**config.mk**
```make
export PLATFORM = sky130hd
export DESIGN_NAME = tree_out_arbiter
export DESIGN_NICKNAME = d
export VERILOG_FILES = /design/src/rtl/tree_out_arbiter.sv
export SDC_FILE = /design/constraint.sdc
export NUM_CORES = 1
export LEC_CHECK = 0
export CORE_AREA = 2 2 66 68
export CTS_BUF_LIST = sky130_fd_sc_hd__clkbuf_8
export DETAILED_ROUTE_END_ITERATION = 16
export DIE_AREA = 0 0 68 70
export GPL_ROUTABILITY_DRIVEN = 1
export PLACE_DENSITY_LB_ADDON = 0.3
export SLEW_MARGIN = 20
export SYNTH_ARGS = -nofsm -noshare
export SYNTH_HDL_FRONTEND = slang
export SYNTH_SLANG_ARGS = --single-unit
```
**constraint.sdc**
```tcl
create_clock -name clk -period 2.2 [get_ports clk]
set_input_delay 0.22 -clock clk [delete_from_list [all_inputs] [get_ports clk]]
set_output_delay 0.22 -clock clk [all_outputs]
set_load 0.02 [all_outputs]
```
**src/rtl/tree_out_arbiter.sv**
```systemverilog
// Round-robin output-link arbiter with a one-entry valid/ready output register.
// Optional starvation override: define TREE_ARB_STARVE_EN.
module tree_out_arbiter #(
    parameter int WIDTH_packet = 14,
`ifdef TREE_ARB_STARVE_EN
    parameter int STARVE_LIMIT = 15,
`endif
    parameter int NUM_REQ = 3,
    localparam int SRC_W = $clog2(NUM_REQ)
) (
    input  logic                            clk,
    input  logic                            reset,
    input  logic [NUM_REQ-1:0]              in_valid,
    input  logic [NUM_REQ*WIDTH_packet-1:0] in_packet,
    output logic [NUM_REQ-1:0]              in_ready,
`ifdef TREE_ARB_STARVE_EN
    output logic [NUM_REQ-1:0]              starve_flag,
`endif
    output logic                            out_valid,
    output logic [WIDTH_packet-1:0]         out_packet,
    output logic [SRC_W-1:0]                out_src,
    input  logic                            out_ready
);

    typedef enum logic {EMPTY, FULL} state_t;

    state_t             state_q;
    state_t             state_d;
    logic [SRC_W-1:0]   rr_ptr;
    logic [SRC_W-1:0]   win;
    logic [SRC_W:0]     sum;
    logic               any;
    logic               can_load;
    logic               accept;

    assign can_load = (state_q == EMPTY) || out_ready;
    assign out_valid = (state_q == FULL);

    // Scan downward so the candidate closest to rr_ptr is assigned last and wins.
    always_comb begin
        win = '0;
        any = 1'b0;
        sum = '0;
        for (int k = NUM_REQ - 1; k >= 0; k--) begin
            sum = {1'b0, rr_ptr} + (SRC_W+1)'(k);
            if (sum >= (SRC_W+1)'(NUM_REQ))
                sum = sum - (SRC_W+1)'(NUM_REQ);
            if (in_valid[sum[SRC_W-1:0]]) begin
                win = sum[SRC_W-1:0];
                any = 1'b1;
            end
        end
`ifdef TREE_ARB_STARVE_EN
        for (int i = NUM_REQ - 1; i >= 0; i--) begin
            if (in_valid[i] && starve_flag[i])
                win = SRC_W'(i);
        end
`endif
    end

    always_comb begin
        in_ready = '0;
        if (any && can_load && !reset)
            in_ready[win] = 1'b1;
    end

    assign accept = |(in_valid & in_ready);

    always_comb begin
        state_d = state_q;
        unique case (state_q)
            EMPTY: if (accept) state_d = FULL;
            FULL: begin
                if (accept)         state_d = FULL;
                else if (out_ready) state_d = EMPTY;
            end
            default: state_d = EMPTY;
        endcase
    end

    always_ff @(posedge clk) begin
        if (reset) state_q <= EMPTY;
        else       state_q <= state_d;
    end

    always_ff @(posedge clk) begin
        if (reset) begin
            out_packet <= '0;
            out_src    <= '0;
            rr_ptr     <= '0;
        end else if (accept) begin
            out_packet <= in_packet[int'(win)*WIDTH_packet +: WIDTH_packet];
            out_src    <= win;
            rr_ptr     <= (win == SRC_W'(NUM_REQ - 1)) ? '0 : win + 1'b1;
        end
    end

`ifdef TREE_ARB_STARVE_EN
    logic [3:0] wait_cnt [NUM_REQ];

    always_ff @(posedge clk) begin
        for (int i = 0; i < NUM_REQ; i++) begin
            if (reset || !in_valid[i] || in_ready[i])
                wait_cnt[i] <= '0;
            else if (wait_cnt[i] != 4'hF)
                wait_cnt[i] <= wait_cnt[i] + 4'd1;
        end
    end

    always_comb begin
        starve_flag = '0;
        for (int i = 0; i < NUM_REQ; i++)
            starve_flag[i] = int'(wait_cnt[i]) >= STARVE_LIMIT;
    end
`endif

endmodule

```
Word level (Yosys, flattened, before mapping):

Index checks and enable logic that the tools add are counted.

* register bits after elaboration: 19
* input port bits: 48
* output and inout bits: 20
* word-level logic and storage cells: 52

* $lt $le $gt $ge: 8
* bitwise gates (word level): 2
* equal/unequal tests: 1
* reductions and logical operators: 6
* $mul: 1
* $add $sub $neg: 6
* mux-type cells: 23
* shift-type cells: 1

Operators with widths (count)
* $shiftx A42 B7 Y14: 1
* $mux W2: 7
* $lt A2 B3 Y1 const B: 4
* $mux W1: 10
* $bmux W1 S2: 3
* $ge A3 B2 Y1 const B: 2
* $sub A2 B2 Y2 const B: 3
* $mul A2 B3 Y5 const B: 1
* $add A2 B1 Y3 const B: 1
* $add A2 B2 Y3 const B: 1
* $and A3 B3 Y3: 1
* $logic_and A1 B1 Y1: 3
* $mux W3: 1
* $reduce_or A3 Y1: 1
* $add A2 B1 Y2 const B: 1
* $demux W1 S2: 1
* $eq A2 B2 Y1 const B: 1
* $ge A2 B1 Y1 const B: 1
* $ge A2 B2 Y1 const B: 1
* $pmux W1 S2: 1
* $logic_not A1 Y1: 1
* $logic_or A1 B1 Y1: 1
* $not A1 Y1: 1

Longest topological paths before layout:

Gate-level depths: netlist of run 1.

* depth in word-level cells: 17
* mapped depth: 10
* gate-level depth less buffers: 7

Worst setup path after synthesis of run 1:

OpenSTA, ideal clock, no wires.

* path type: reg-to-output
* from: register rr_ptr[0]
* to: output in_ready[0]
* path slack: -0.052 ns
* path buffers: 2
* data required time: 1.980 ns
* arrival: 2.032 ns
* cell stages (with the launch flop): 10
* path through: dfxtp_1 inv_1 ha_1 or2_1 and3_1 buf_2 nand4_2 buf_4 nand3_1 nor2_1

* word-level cells in the longest chain between the ends: 13
* elaborated cells between the ends (all ways): 31
* classes of those cells: 5 x add/sub; 5 x order compare; 18 x mux; 3 x reduce/logical

RTL lines
* start: declaration: RTL line 29 `logic [SRC_W-1:0] rr_ptr;`
* start signal: assignment: RTL line 94 `rr_ptr <= (win == SRC_W'(NUM_REQ - 1)) ? '0 : win + 1'b1;`
* $add A2 B2 Y3: RTL line 45 `sum = {1'b0, rr_ptr} + (SRC_W+1)'(k);`
* $ge A3 B2 Y1 / $sub A2 B2 Y2 (equally long branches): RTL line 46, 47
* $mux W2: RTL line 46 `if (sum >= (SRC_W+1)'(NUM_REQ))`
* $bmux W1 S2: RTL line 48 `if (in_valid[sum[SRC_W-1:0]]) begin`
* $mux W1 (not written as such): RTL line 48
* $mux W2 (3 in a row): RTL line 48
* $lt A2 B3 Y1 (not written as such) / $ge A2 B1 Y1 (equally long branches): RTL line 64 `in_ready[win] = 1'b1;`
* $logic_and A1 B1 Y1 (not written as such): RTL line 64
* $mux W1 (not written as such): RTL line 64
* $demux W1 S2: RTL line 64
* $mux W3 *: RTL line 63 `if (any && can_load && !reset)`
* end: declaration: RTL line 15 `output logic [NUM_REQ-1:0] in_ready,`

Every way passes the cells marked *; elsewhere a longest branch is shown, timed or not. The select of a mux whose other input is x is not followed.

Worst setup path in the final report of run 1:

* from: register rr_ptr[0]
* to: output in_ready[1]

The elaborated chain is that of the path after synthesis.

==> results of run 1 <==
worst min-delay path, stage by stage (launching register included):
cell	delay [ns]
sky130_fd_sc_hd__dfxtp_1	0.32
sky130_fd_sc_hd__inv_1	0.04
sky130_fd_sc_hd__a21boi_0	0.06
area by class of cell:
class | instances | area [sq um]
clock buffers | 3 | 41.3
repair buffers | 102 | 978
fillers | 368 | 1440
clock inverters | 1 | 3.75
multi-input cells | 130 | 1210
inverters | 5 | 18.8
well taps | 52 | 65.1
flip-flops and latches | 19 | 385
cell usage in the layout (no fill, tap or decap), types with 4 or more instances in the layout:
cell	count
sky130_fd_sc_hd__clkdlybuf4s50_1	64
sky130_fd_sc_hd__buf_4	30
sky130_fd_sc_hd__a21o_1	28
sky130_fd_sc_hd__dfxtp_1	17
sky130_fd_sc_hd__nor2_1	15
sky130_fd_sc_hd__nand4_1	14
sky130_fd_sc_hd__a221oi_2	8
sky130_fd_sc_hd__a211oi_1	8
sky130_fd_sc_hd__a221oi_4	6
sky130_fd_sc_hd__a211oi_2	6
sky130_fd_sc_hd__buf_6	6
sky130_fd_sc_hd__nor2b_1	5
sky130_fd_sc_hd__nand2b_1	4
power groups by stage:
stage                     clock network, uW  registers (uW)  logic (uW)
final                                   253             537        2410
after global routing                    270             549        2590
after detailed placement                  0             534        2000
after global placement                    0             529        1980
after CTS                               258             534        2140
after floorplan                           0             660        1140
metal layers:
metal  GRT usage (%)  vias to the layer above  wire length, um
met2            36.6                       60             2660
met1            29.8                      829             2240
met3            3.06                        7              343
li1                -                      846                -
met5               0                        -                0
met4            7.11                        0               80
worst paths after layout:
kind                            startpoint            end  slack [ns]  depth (start not counted)
worst max-delay path             rr_ptr[0]    in_ready[1]       -0.05                          8
worst min-delay path            out_src[0]     out_src[0]        0.47                          2
worst max register to register   rr_ptr[0]  out_packet[2]        0.01                         11
worst min register to register  out_src[0]     out_src[0]        0.47                          2
sequential cells by signal, indices dropped and copies added (netlist names):
signal,cells
out_valid,1
out_packet,14
out_src,2
rr_ptr,2
logic make-up (layout without fill, tap and decap cells):
group	Yosys count	after routing	share of synthesized area, %
AOI/OAI and AO/OA	73	73	43.0
DFF	19	19	25.3
adders and majority gates	4	4	3.33
buffers and inverters	22	111	7.74
and+or+nand+nor	51	51	19.2
muxes	2	2	1.42
stage by stage:
step / hold slack, ns / cell area [sq um]
after floorplan: 0.379 / 1510
after global placement: 0.458 / 2400
after detailed placement: 0.462 / 2400
after CTS: 0.475 / 2520
after global routing: 0.508 / 2700
final: 0.469 / 2700
timing repair:
action,in CTS,in global routing
cloned,0,1
gates resized for setup,34,24
endpoints found under the hold margin,0,0
setup endpoints to repair,14,17
setup buffers,2,1
pin swaps,5,27
==> results_dict.tcl, run 1 <==
set metrics [dict create \
    result_of_the_run "finished, violations left" \
    failing_checks "setup timing" \
    cts_root_buf "sky130_fd_sc_hd__clkbuf_8" \
    io_pins 68 \
    count_of_buffers_from_port_buffering 67 \
    netlist_area_sq_mm 0.00150 \
    timing.critical_path.from_type "flip-flop" \
    clkSinkCount 19 \
    worst-path-max-fanout 6 \
    report.power.total_uw 3200 \
    final-instance-count-excl-fill 312 \
    cpLargestDelayFamily "simple AND/OR/NAND/NOR gates" \
    slew-limit-headroom_pct 64.4 \
    ys_ff_latch 19 \
    clock-skew-final_ns 0.00265 \
    drt_iter0_markers 91 \
    worst_pin_slew_ns 0.534 \
    critical_path.n_buffers_inverters 2 \
    timing.critical_path.to_type "output pin" \
    worst_ep_required_time_ns 1.98 \
    rsz_0062_raised_after_global_routing "true" \
    crit_path_top_delay_cell "sky130_fd_sc_hd__dfxtp_2" \
    globalRoute.totalOverflow 0 \
    layout-area-overhead-vs-synth_pct 79.7 \
    netsw_uw 1410 \
    setup_total_negative_slack_ns -0.104 \
    crit_share_post_route_pct 102 \
    ys.flop_type "sky130_fd_sc_hd__dfxtp_1" \
    floorplan.die.height_um 70 \
    detail_route.first_pass.iterations 4 \
    initial_core_util_pct 36.3 \
    grt_pass1_vias 1722 \
    irDropWorstVdd_mv 0.604 \
    final-max-slew-violation-count 0 \
    combPwrFrac_pct 75.4 \
    hold_path.class "flip-flop to flip-flop" \
    netlist_instances 171 \
    worst_skew_pair.late_latency_ns 0.26 \
    synthesis.nets 223 \
    placed_cells 305 \
    p_int_uw 1790 \
    critPathArrivalTime_ns 2.03 \
    antenna_cells_inserted 0 \
    vias_per_cell 5.58 \
    sequentialPowerShare_pct 16.8 \
    pre_cts_slack_ns -0.382 \
    post-route-util_pct 65.2 \
    total_routing_usage_reported_by_global_routing_pct 22.4 \
    timing.max_cap.violations 0 \
    clk_transition_reported_paths_ns 0.08 \
    routed_wl_mm 5.33 \
    placement_rows 24 \
    die_span_in_x_um 68 \
    post-synth-top-area-cell "sky130_fd_sc_hd__dfxtp_1" \
    top_cells_by_area_synth "sky130_fd_sc_hd__dfxtp_1, sky130_fd_sc_hd__a21o_1, sky130_fd_sc_hd__a221oi_2, sky130_fd_sc_hd__a211oi_1, sky130_fd_sc_hd__nand4_1" \
    grt_start_max_net_pins 19 \
    count_leader_synth "sky130_fd_sc_hd__a21o_1" \
    dp_hpwl_mm 3.70 \
    drt.antenna.violating_nets 0 \
    dr_total_vias 1742 \
    drt-wirelength-per-cell_um 17.1 \
    yosys_warnings 0 \
    synth.avg_cell_area_sq_um 8.79 \
    power.leakage_uw 0.00114 \
    fin_ws_ns -0.0538 \
    globalplace.congestion 0.887 \
    critPathMaxStageDelay_ns 0.34 \
    antenna_found_initial 0 \
    power.density_mw_per_mm2 1190 \
    synth_enable_flop_cells 0 \
    worstPathCellList "inv_2 > ha_4 > mux2_4 > a32oi_4 > and4_4 > or2_4 > a21oi_2 > buf_4" \
    drcViolationCount 0 \
    power.share.switching_pct 44.0 \
    cts_hold_buf 0 \
    synth_largest_type_area_fraction_pct 25.3 \
    cts.htree.levels 1 \
    share_of_layout_cells_above_drive_strength_1_pct 31.9 \
    synth_top_cells_by_count "sky130_fd_sc_hd__a21o_1, sky130_fd_sc_hd__dfxtp_1, sky130_fd_sc_hd__nor2_1, sky130_fd_sc_hd__a211oi_1, sky130_fd_sc_hd__nand4_1" \
    setup_viol 3 \
    clkPwrFrac_pct 7.9 \
    cts-buffers-inserted 3 \
    clk_path_buf_depth 2 \
    clock.fmax_mhz 444 \
    ys_seq_area_share_pct 25.3 \
    fp.dieArea_sq_mm 0.00476 \
    async_sr_flop_fraction_pct 0 \
    hold_violations 0 \
    finalWorstPathRequiredPeriod_ns 2.25 \
    fin_nets 313 \
    placeable_core_region_sq_mm 0.00414 \
    first_pass_grt_wire_length_mm 8.21 \
    cts_tree "yes" \
    ys_types 38 \
    setup.worst_path.class "flip-flop to output pin" \
]
(Power assumes the default switching activity.)
==> run 2, diff against run 1 <==
--- a/config.mk
+++ b/config.mk
@@ -7,6 +7,7 @@
 export LEC_CHECK = 0
 export CORE_AREA = 2 2 66 68
 export CTS_BUF_LIST = sky130_fd_sc_hd__clkbuf_8
+export CTS_CLUSTER_DIAMETER = 150
 export DETAILED_ROUTE_END_ITERATION = 16
 export DIE_AREA = 0 0 68 70
 export GPL_ROUTABILITY_DRIVEN = 1
==> results of run 2 <==
Final layout, timing and power as in run 1 (identical DEF).
==> run 3, diff against run 2 <==
--- a/config.mk
+++ b/config.mk
@@ -5,11 +5,12 @@
 export SDC_FILE = /design/constraint.sdc
 export NUM_CORES = 1
 export LEC_CHECK = 0
-export CORE_AREA = 2 2 66 68
+export CAP_MARGIN = 0
+export CORE_AREA = 2 2 63 65
 export CTS_BUF_LIST = sky130_fd_sc_hd__clkbuf_8
 export CTS_CLUSTER_DIAMETER = 150
 export DETAILED_ROUTE_END_ITERATION = 16
-export DIE_AREA = 0 0 68 70
+export DIE_AREA = 0 0 65 67
 export GPL_ROUTABILITY_DRIVEN = 1
 export PLACE_DENSITY_LB_ADDON = 0.3
 export SLEW_MARGIN = 20
==> constraint.sdc (replaced) <==
create_clock -name clk -period 2.1 [get_ports clk]
set_input_delay 0.21 -clock clk [delete_from_list [all_inputs] [get_ports clk]]
set_output_delay 0.21 -clock clk [all_outputs]
set_load 0.02 [all_outputs]
==> run 3 against run 2 <==
  * The flow still finishes with violations (setup timing)
  * Clock skew up 0.0011 ns
  * Sequential cell count unchanged
  * Sequential share of layout area up 0.55 points
  * Cell area down 3.7%
  * Power fell by 0.67%
  * Critical path depth did not move
  * Routed wire length shrank 6.9%
  * Core utilization is 6.9 points higher
  * Non-clock buffer count grew 4
  * Largest cell class unchanged
==> results_dict.tcl, run 3 (synthesis gave the netlist of run 1 again) <==
set metrics [dict create \
    die_span_in_x_um 65 \
    floorplan.die.height_um 67 \
    fp.dieArea_sq_mm 0.00436 \
    cts_tree "yes" \
    worst-path-max-fanout 3 \
    layout_commonest_cell "sky130_fd_sc_hd__clkdlybuf4s50_1" \
    worst_skew_pair.late_latency_ns 0.26 \
    timing.critical_path.from_type "flip-flop" \
    clock.fmax_mhz 442 \
    fin_area_sq_mm 0.00260 \
    failing_checks "setup timing" \
    final-instance-count-excl-fill 312 \
    power.share.switching_pct 43.4 \
    grt_start_max_net_pins 19 \
    first_pass_grt_wire_length_mm 8.05 \
    clkPwrFrac_pct 8.4 \
    fin_ws_ns -0.160 \
    routed_wl_mm 4.96 \
    total_routing_usage_reported_by_global_routing_pct 23.7 \
    io_pins 68 \
    finalWorstPathRequiredPeriod_ns 2.26 \
    hp-start "out_src[0]" \
    placed_cells 305 \
    p_int_uw 1800 \
    number_of_fill_cells 268 \
    worst_r2r_path_depth 11 \
    globalRoute.totalOverflow 0 \
    regToRegStartpoint "rr_ptr[0]" \
    cpLargestDelayFamily "simple AND/OR/NAND/NOR gates" \
    dp_hpwl_mm 3.59 \
    met2_length_mm 2.39 \
    initial_core_util_pct 41.7 \
    globalplace.congestion 0.875 \
    critPathMaxStageDelay_ns 0.39 \
    most_used_cells_in_the_layout_excluding_fill_and_tap_cells "sky130_fd_sc_hd__clkdlybuf4s50_1, sky130_fd_sc_hd__buf_4, sky130_fd_sc_hd__a21o_1" \
    worst_setup_path_startpoint "rr_ptr[0]" \
    setup_total_negative_slack_ns -0.415 \
    critPathArrivalTime_ns 2.05 \
    clk_transition_reported_paths_ns 0.08 \
    combPwrFrac_pct 73.9 \
    cts-buffers-inserted 3 \
    cts_root_buf "sky130_fd_sc_hd__clkbuf_8" \
    slew-limit-headroom_pct 64.5 \
    timing.max_cap.violations 0 \
    cts.htree.levels 1 \
    drt-wirelength-per-cell_um 15.9 \
    power.leakage_uw 0.00114 \
    drcViolationCount 0 \
    antenna_cells_inserted 0 \
    crit_share_post_route_pct 108 \
    setup.worst_path.class "flip-flop to output pin" \
    worstPathCellList "buf_4 > ha_4 > mux2i_1 > or2_1 > and4_4 > or3_4 > inv_2 > buf_6" \
    dr_total_vias 1741 \
    sequentialPowerShare_pct 17.6 \
    fin_nets 317 \
    placeable_core_region_sq_mm 0.00361 \
    hold_violations 0 \
    wl_met3_um 311 \
    path_depth 8 \
    worst_ep_required_time_ns 1.89 \
    layout-area-overhead-vs-synth_pct 73.0 \
    detailed_place.area_sq_mm 0.00242 \
    pre_cts_slack_ns -0.456 \
    share_of_layout_cells_above_drive_strength_1_pct 30.7 \
    worst_pin_slew_ns 0.532 \
    largest_reg_flops 14 \
    final-max-slew-violation-count 0 \
    clock-skew-final_ns 0.00376 \
    vias_per_cell 5.58 \
    drt_iter0_markers 110 \
    reg_top3 "out_packet (14), out_src (2), rr_ptr (2)" \
    hold_path_depth 2 \
    antenna_found_initial 0 \
    clk_path_buf_depth 2 \
    top_layer "met4" \
    hold_path.class "flip-flop to flip-flop" \
    rsz_0062_raised_after_global_routing "true" \
    power.density_mw_per_mm2 1220 \
    met1_length_mm 2.24 \
    clkSinkCount 19 \
    hold_slack_ns 0.479 \
    crit_path_top_delay_cell "sky130_fd_sc_hd__or3_4" \
    count_of_buffers_from_port_buffering 67 \
    setup_viol 3 \
    result_of_the_run "finished, violations left" \
    grt_pass1_vias 1692 \
    largest_register "out_packet" \
    detail_route.first_pass.iterations 4 \
    timing.critical_path.to_type "output pin" \
    drt.antenna.violating_nets 0 \
    placement_rows 22 \
    netsw_uw 1380 \
    irDropWorstVdd_mv 0.692 \
    critical_path.n_buffers_inverters 3 \
]
run 3: cell types whose count changed in the layout (fill, tap and decap cells not counted), sizes merged:
| cell | change |
|---|---|
| buf | +5 |
| clkbuf | -1 |
run 3: area by class of cell:
type	instances	area [sq um]	area share [%]
tap	48	60.1	2.31
clock buffer	3	41.3	1.59
sequential	19	385	14.8
timing repair buffer	106	967	37.2
clock inverter	1	3.75	0.144
inverter	5	18.8	0.722
multi-input combinational	130	1120	43.2
run 3: worst paths after layout:
kind                    to  slack, ns
min             out_src[0]       0.48
min reg2reg     out_src[0]       0.48
max            in_ready[2]      -0.16
max reg2reg  out_packet[6]       0.02
run 3: tightest hold or removal path: stages, from the launching register on:
cell,delay [ns]
sky130_fd_sc_hd__dfxtp_1,0.32
sky130_fd_sc_hd__inv_1,0.04
sky130_fd_sc_hd__a21boi_0,0.07
run 3: metal layers:
layer,GRT usage (%),vias to the layer above
met3,4.22,2
met1,31.5,828
met5,0,-
met2,40.7,55
met4,3.19,0
li1,-,856
run 3: per-stage QoR:
step	util, %	power [uW]
floorplan	-	1900
global placement	67.1	2660
detailed placement	67.1	2690
CTS	70.8	3100
global route	72.1	3380
finish	72.1	3180
run 3: power by group through the flow:
stage / clock network, uW / registers (uW) / logic, uW
after CTS: 267 / 560 / 2270
after detailed placement: 0 / 560 / 2130
after global routing: 284 / 575 / 2520
after floorplan: 0 / 692 / 1210
after global placement: 0 / 557 / 2100
final: 268 / 561 / 2350
run 3: repair_timing:
| action | in CTS | in global routing |
|---|---|---|
| pin swaps | 6 | 5 |
| setup buffers | 3 | 0 |
| cloned | 0 | 0 |
| endpoints found under the setup margin | 17 | 17 |
| gates resized for setup | 36 | 8 |
| hold buffers | 0 | 0 |
==> RTL change 1: new RTL, flow settings as in run 1 <==
The option `TREE_ARB_STARVE_EN` is turned on by a define.
--- a/src/rtl/tree_out_arbiter.sv
+++ b/src/rtl/tree_out_arbiter.sv
@@ -1,5 +1,7 @@
 // Round-robin output-link arbiter with a one-entry valid/ready output register.
 // Optional starvation override: define TREE_ARB_STARVE_EN.
+`define TREE_ARB_STARVE_EN
+
 module tree_out_arbiter #(
     parameter int WIDTH_packet = 14,
 `ifdef TREE_ARB_STARVE_EN
Behaviour (old outputs only; new: starve_flag): same outputs for any inputs over 10 cycles, from zero or initial values and one cycle with reset high; that may be too few to reach the edited logic, so the function may still have changed.
==> RTL change 1 against run 1 <==
- the flow still finishes with violations (setup timing)
- routed wire length rose by 13%
- power is 42% lower
- cell area increased by 19%
- clock skew grew 0.0052 ns
- area after synthesis increased by 30%
- setup slack got worse by 0.011 ns
- sequential share of layout area up 9.0 points
- sequential cell count up 12
- worst hold slack lost 0.013 ns
- largest power group unchanged
==> RTL change 1: results (changes against run 1) <==
INFO  yosys          syn-num-nets=261 [+17%]
INFO  global_route   global_route_usage_over_all_layers=25.9% [+3.6 points]
INFO  placement      place.port_buffers=70 [+4.5%]
INFO  sta            setup_violations=13 [+10]
INFO  worst_setup_path cp_slowest_stage_delay=0.36ns [+0.02 ns]
INFO  worst_setup_path worstPathMaxFanout=5 [-1]
INFO  pwr            vdd_drop_max=0.000413V [-32%]
INFO  yosys          share_of_synthesized_area_occupied_by_flip_flops_and_latches=38.0% [+13 points]
INFO  worst_setup_path critPathSlowestCell=sky130_fd_sc_hd__dfxtp_4
INFO  worst_setup_path timing.critical_path.buf_inv=6 [+4]
INFO  cells_and_area fillers=298 [-19%]
INFO  yosys          yosys.cell_types.count=45 [+18%]
INFO  clocking       clk-insertion-delay-late=0.28ns [+0.02 ns]
INFO  run_status     failed_checks=setup timing
INFO  yosys          synthMuxAreaShare=0% [-1.4 points]
INFO  yosys          synth_enable_flop_cells=12 [+12]
INFO  cells_and_area reg_top3=out_packet (14), wait_cnt (12)
INFO  placement      place.gp.congestion=0.809 [-8.8%]
INFO  yosys          adder_and_majority_cell_fraction_of_the_synthesized_area=3.21% [-0.12 points]
INFO  yosys          yosys.area_share.xor_xnor=2.25% [+2.2 points]
INFO  sta            final_critical_path_setup_slack=-0.0649ns [-0.0111 ns]
INFO  worst_setup_path reg2reg_setup_slack=-0.05ns [-0.06 ns]
INFO  global_route   first_global_vias=2096 [+22%]
INFO  clocking       tritoncts.num_buffers=5 [+2]
INFO  run_status     status=complete, but fails checks
INFO  global_route   global_route_wire_length_before_repair=9.32mm [+14%]
INFO  detailed_routing dr_total_vias=2151 [+23%]
INFO  sta            fin_skew=0.00783ns [+0.00517 ns]
INFO  placement      placed_wire_length_estimate_after_detailed_placement=4.24mm [+14%]
INFO  yosys          synth_compound_area_share=27.6% [-15 points]
INFO  yosys          synthTopCellsByCount=sky130_fd_sc_hd__nor2_1 (28), sky130_fd_sc_hd__nand2_1 (22), sky130_fd_sc_hd__dfxtp_1 (19)
INFO  clocking       cts_max_level=2 [+1]
INFO  worst_setup_path regToRegEndpoint=wait_cnt[2][0]$_SDFFCE_PN0P_
INFO  global_route   pin_count_of_the_biggest_net_entering_global_routing=24 [+5]
INFO  worst_setup_path worst_setup_path_endpoint=in_ready[2]
INFO  worst_setup_path cpLargestDelayFamily=buffers and inverters
INFO  detailed_routing wl=6.03mm [+13%]
INFO  sta            slew_of_the_pin_with_the_lowest_slew_margin=0.398ns [-0.137 ns]
INFO  cells_and_area layout_cells_sized_above_1=29.7% [-2.3 points]
INFO  detailed_routing drt_iter0_markers=141 [+55%]
RTL change 1: changes by cell type after synthesis, sizes merged, moves of 4 or more:
cell    before  now
a21o        28    2
nand2        1   22
nand4       15    0
a311oi       0   14
a211oi      14    1
a32oi        1   14
edfxtp       0   12
nor2        16   28
a21oi        3    8
clkbuf       6    1
nor3         0    4
RTL change 1: area by class of cell:
class,instances,area share (%)
clock buffers,6,2.58
clock inverters,2,0.273
inverters,8,1.01
multi-input cells,154,36.6
flip-flops and latches,31,23.3
well taps,52,2.03
repair buffers,116,34.2
RTL change 1: cell families (layout without fill, tap and decap cells):
| kind of cell | after synthesis | count (layout) |
|---|---|---|
| DFF | 31 | 31 |
| and+or+nand+nor | 79 | 79 |
| AOI/OAI and AO/OA | 65 | 65 |
| buffers and inverters | 23 | 132 |
| xor gates and xnor gates | 5 | 5 |
| adders and majority gates | 5 | 5 |
RTL change 1: how the worst min path moves through the flow:
stage	slack (ns)	endpoint	from
floorplan	0.38	out_packet[0]$_SDFFE_PP0P_	in_packet[28]
global placement	0.45	out_src[0]$_SDFFE_PP0P_	out_src[0]$_SDFFE_PP0P_
detailed placement	0.45	out_src[1]$_SDFFE_PP0P_	out_src[1]$_SDFFE_PP0P_
CTS	0.46	out_src[1]$_SDFFE_PP0P_	out_src[1]$_SDFFE_PP0P_
global route	0.50	out_src[1]$_SDFFE_PP0P_	out_src[1]$_SDFFE_PP0P_
finish	0.46	out_src[1]$_SDFFE_PP0P_	out_src[1]$_SDFFE_PP0P_
RTL change 1: layer usage:
metal	vias to the layer above	part of all wire (%)	routed length, um	track usage [%]
li1	1026	-	-	-
met1	1019	40	2430	31.5
met2	92	52	3110	43.6
met3	14	6.4	386	5.80
met4	0	1.8	106	10.0
met5	-	0	0	0
RTL change 1: through the flow:
step                area, um2  worst slack (ns)  cells  power [W]  setup TNS [ns]
detailed placement       2930            -0.324    357    0.00134           -6.42
global placement         2930            -0.258    357    0.00132           -4.66
floorplan                1980            0.0172    208    0.00104               0
global route             3210            -0.129    369    0.00194           -1.93
CTS                      3060           -0.0195    366    0.00180          -0.110
finish                   3210           -0.0649    369    0.00185          -0.484
RTL change 1: where the power goes:
group | total [W] | switching, W | leakage, nW | internal (W)
combinational | 0.000716 | 0.000336 | 0.889 | 0.000380
clock | 0.000452 | 0.000204 | 0.0524 | 0.000247
sequential | 0.000684 | 0.0000324 | 0.305 | 0.000651
RTL change 1: timing repair:
action	in CTS	in global routing
hold buffers	0	0
pin swaps	8	15
endpoints found under the setup margin	40	36
endpoints found under the hold margin	0	0
cloned	0	1
setup buffers	1	2
gates resized for setup	30	26
==> RTL change 2: new RTL, config.mk and constraints of run 1 <==
Without the edit above. Set the parameter `NUM_REQ` to 2 (it was 3).
--- a/src/rtl/tree_out_arbiter.sv
+++ b/src/rtl/tree_out_arbiter.sv
@@ -5,7 +5,7 @@
 `ifdef TREE_ARB_STARVE_EN
     parameter int STARVE_LIMIT = 15,
 `endif
-    parameter int NUM_REQ = 3,
+    parameter int NUM_REQ = 2,
     localparam int SRC_W = $clog2(NUM_REQ)
 ) (
     input  logic                            clk,
Ports: changed (resized in_packet, in_ready, in_valid and out_src); port bits go from 68 to 51. No check against the original RTL was run, so the function may have changed too.
==> RTL change 2 against run 1 <==
- sequential share of layout area up 7.5 points
- cell count down 34%
- combinational power is 88% lower
- global-route usage shrank 9.8 points
- area after synthesis fell by 35%
- power decreased by 73%
- cell area down 42%
- fmax grew 9.6%
- critical path type is now in2out
- clock power down 9.1%
- core utilization fell by 27 points
- setup slack improved by 0.20 ns
- sequential power down 35%
- routed wire length decreased by 44%
- sequential cell count decreased by 2
==> RTL change 2: results (changes against run 1) <==
INFO  sta            remaining_max_slew_budget_at_the_tightest_pin=77.8% [+13 points]
INFO  pwr            clkPwrFrac=26.6% [+19 points]
INFO  placement      place.gp.congestion=0.712 [-20%]
INFO  placement      place.port_buffers=50 [-25%]
INFO  cells_and_area num-nonclk-inverters=2 [-3]
INFO  run_status     status=finished clean
INFO  detailed_routing dr_total_vias=997 [-43%]
INFO  cells_and_area seq_share=21.7% [+7.5 points]
INFO  sta            fin_skew=0.000801ns [-0.00185 ns]
INFO  worst_setup_path r2r.worst_path.cells=4 [-7]
INFO  cells_and_area multi_input_area_share=34.0% [-11 points]
INFO  worst_setup_path worst_setup_path_startpoint=in_valid[0]
INFO  detailed_routing avgRoutedWirePerCell=14.5um [-15%]
INFO  pwr            vdd_drop_max=0.000266V [-56%]
INFO  worst_setup_path reg2reg_setup_slack=1.02ns [+1.01 ns]
INFO  global_route   grt_use_met2=21.4% [-15 points]
INFO  placement      place_area=0.00152mm2 [-37%]
INFO  clocking       postCtsSetupBuffers=0 [-2]
INFO  global_route   global_route_wire_length_before_repair=4.63mm [-44%]
INFO  yosys          yosys.cell_types.count=21 [-45%]
INFO  min_path       min_to=out_packet[5]$_SDFFE_PP0P_
INFO  cells_and_area numSequentialCells=17 [-2]
INFO  worst_setup_path r2r-start=rr_ptr$_SDFFE_PP0P_
INFO  cells_and_area buffer_area_share=36.8% [+0.53 points]
INFO  min_path       hold_start=out_packet[5]$_SDFFE_PP0P_
INFO  pwr            sequential_cell_fraction_of_total_power=40.2% [+23 points]
INFO  global_route   first_global_vias=978 [-43%]
INFO  worst_setup_path regToRegEndpoint=out_packet[10]$_SDFFE_PP0P_
INFO  pwr            net-switching-power=0.000254W [-82%]
INFO  placement      placed_wire_length_estimate_after_detailed_placement=2.25mm [-39%]
==> RTL change 2: worst min-delay path: stages (launching register included) <==
cell	delay [ns]
sky130_fd_sc_hd__dfxtp_1	0.31
sky130_fd_sc_hd__a21oi_1	0.11
sky130_fd_sc_hd__a311oi_1	0.05
==> RTL change 2: logic make-up after synthesis <==
logic type	after synthesis	share of synthesized area, %
compound gates	48	38.7
buf+inv	16	11.1
flops	17	34.8
simple gates	22	15.3
==> RTL change 2: metrics by stage <==
stage	std cells	util [%]	power, W	hold slack (ns)
3_3_place_gp	201	36.6	0.000634	0.511
4_1_cts	205	37.7	0.000869	0.527
3_5_place_dp	201	36.6	0.000641	0.519
2_1_floorplan	103	-	0.000510	0.392
5_1_grt	205	37.8	0.000907	0.534
6_report	205	37.8	0.000864	0.525
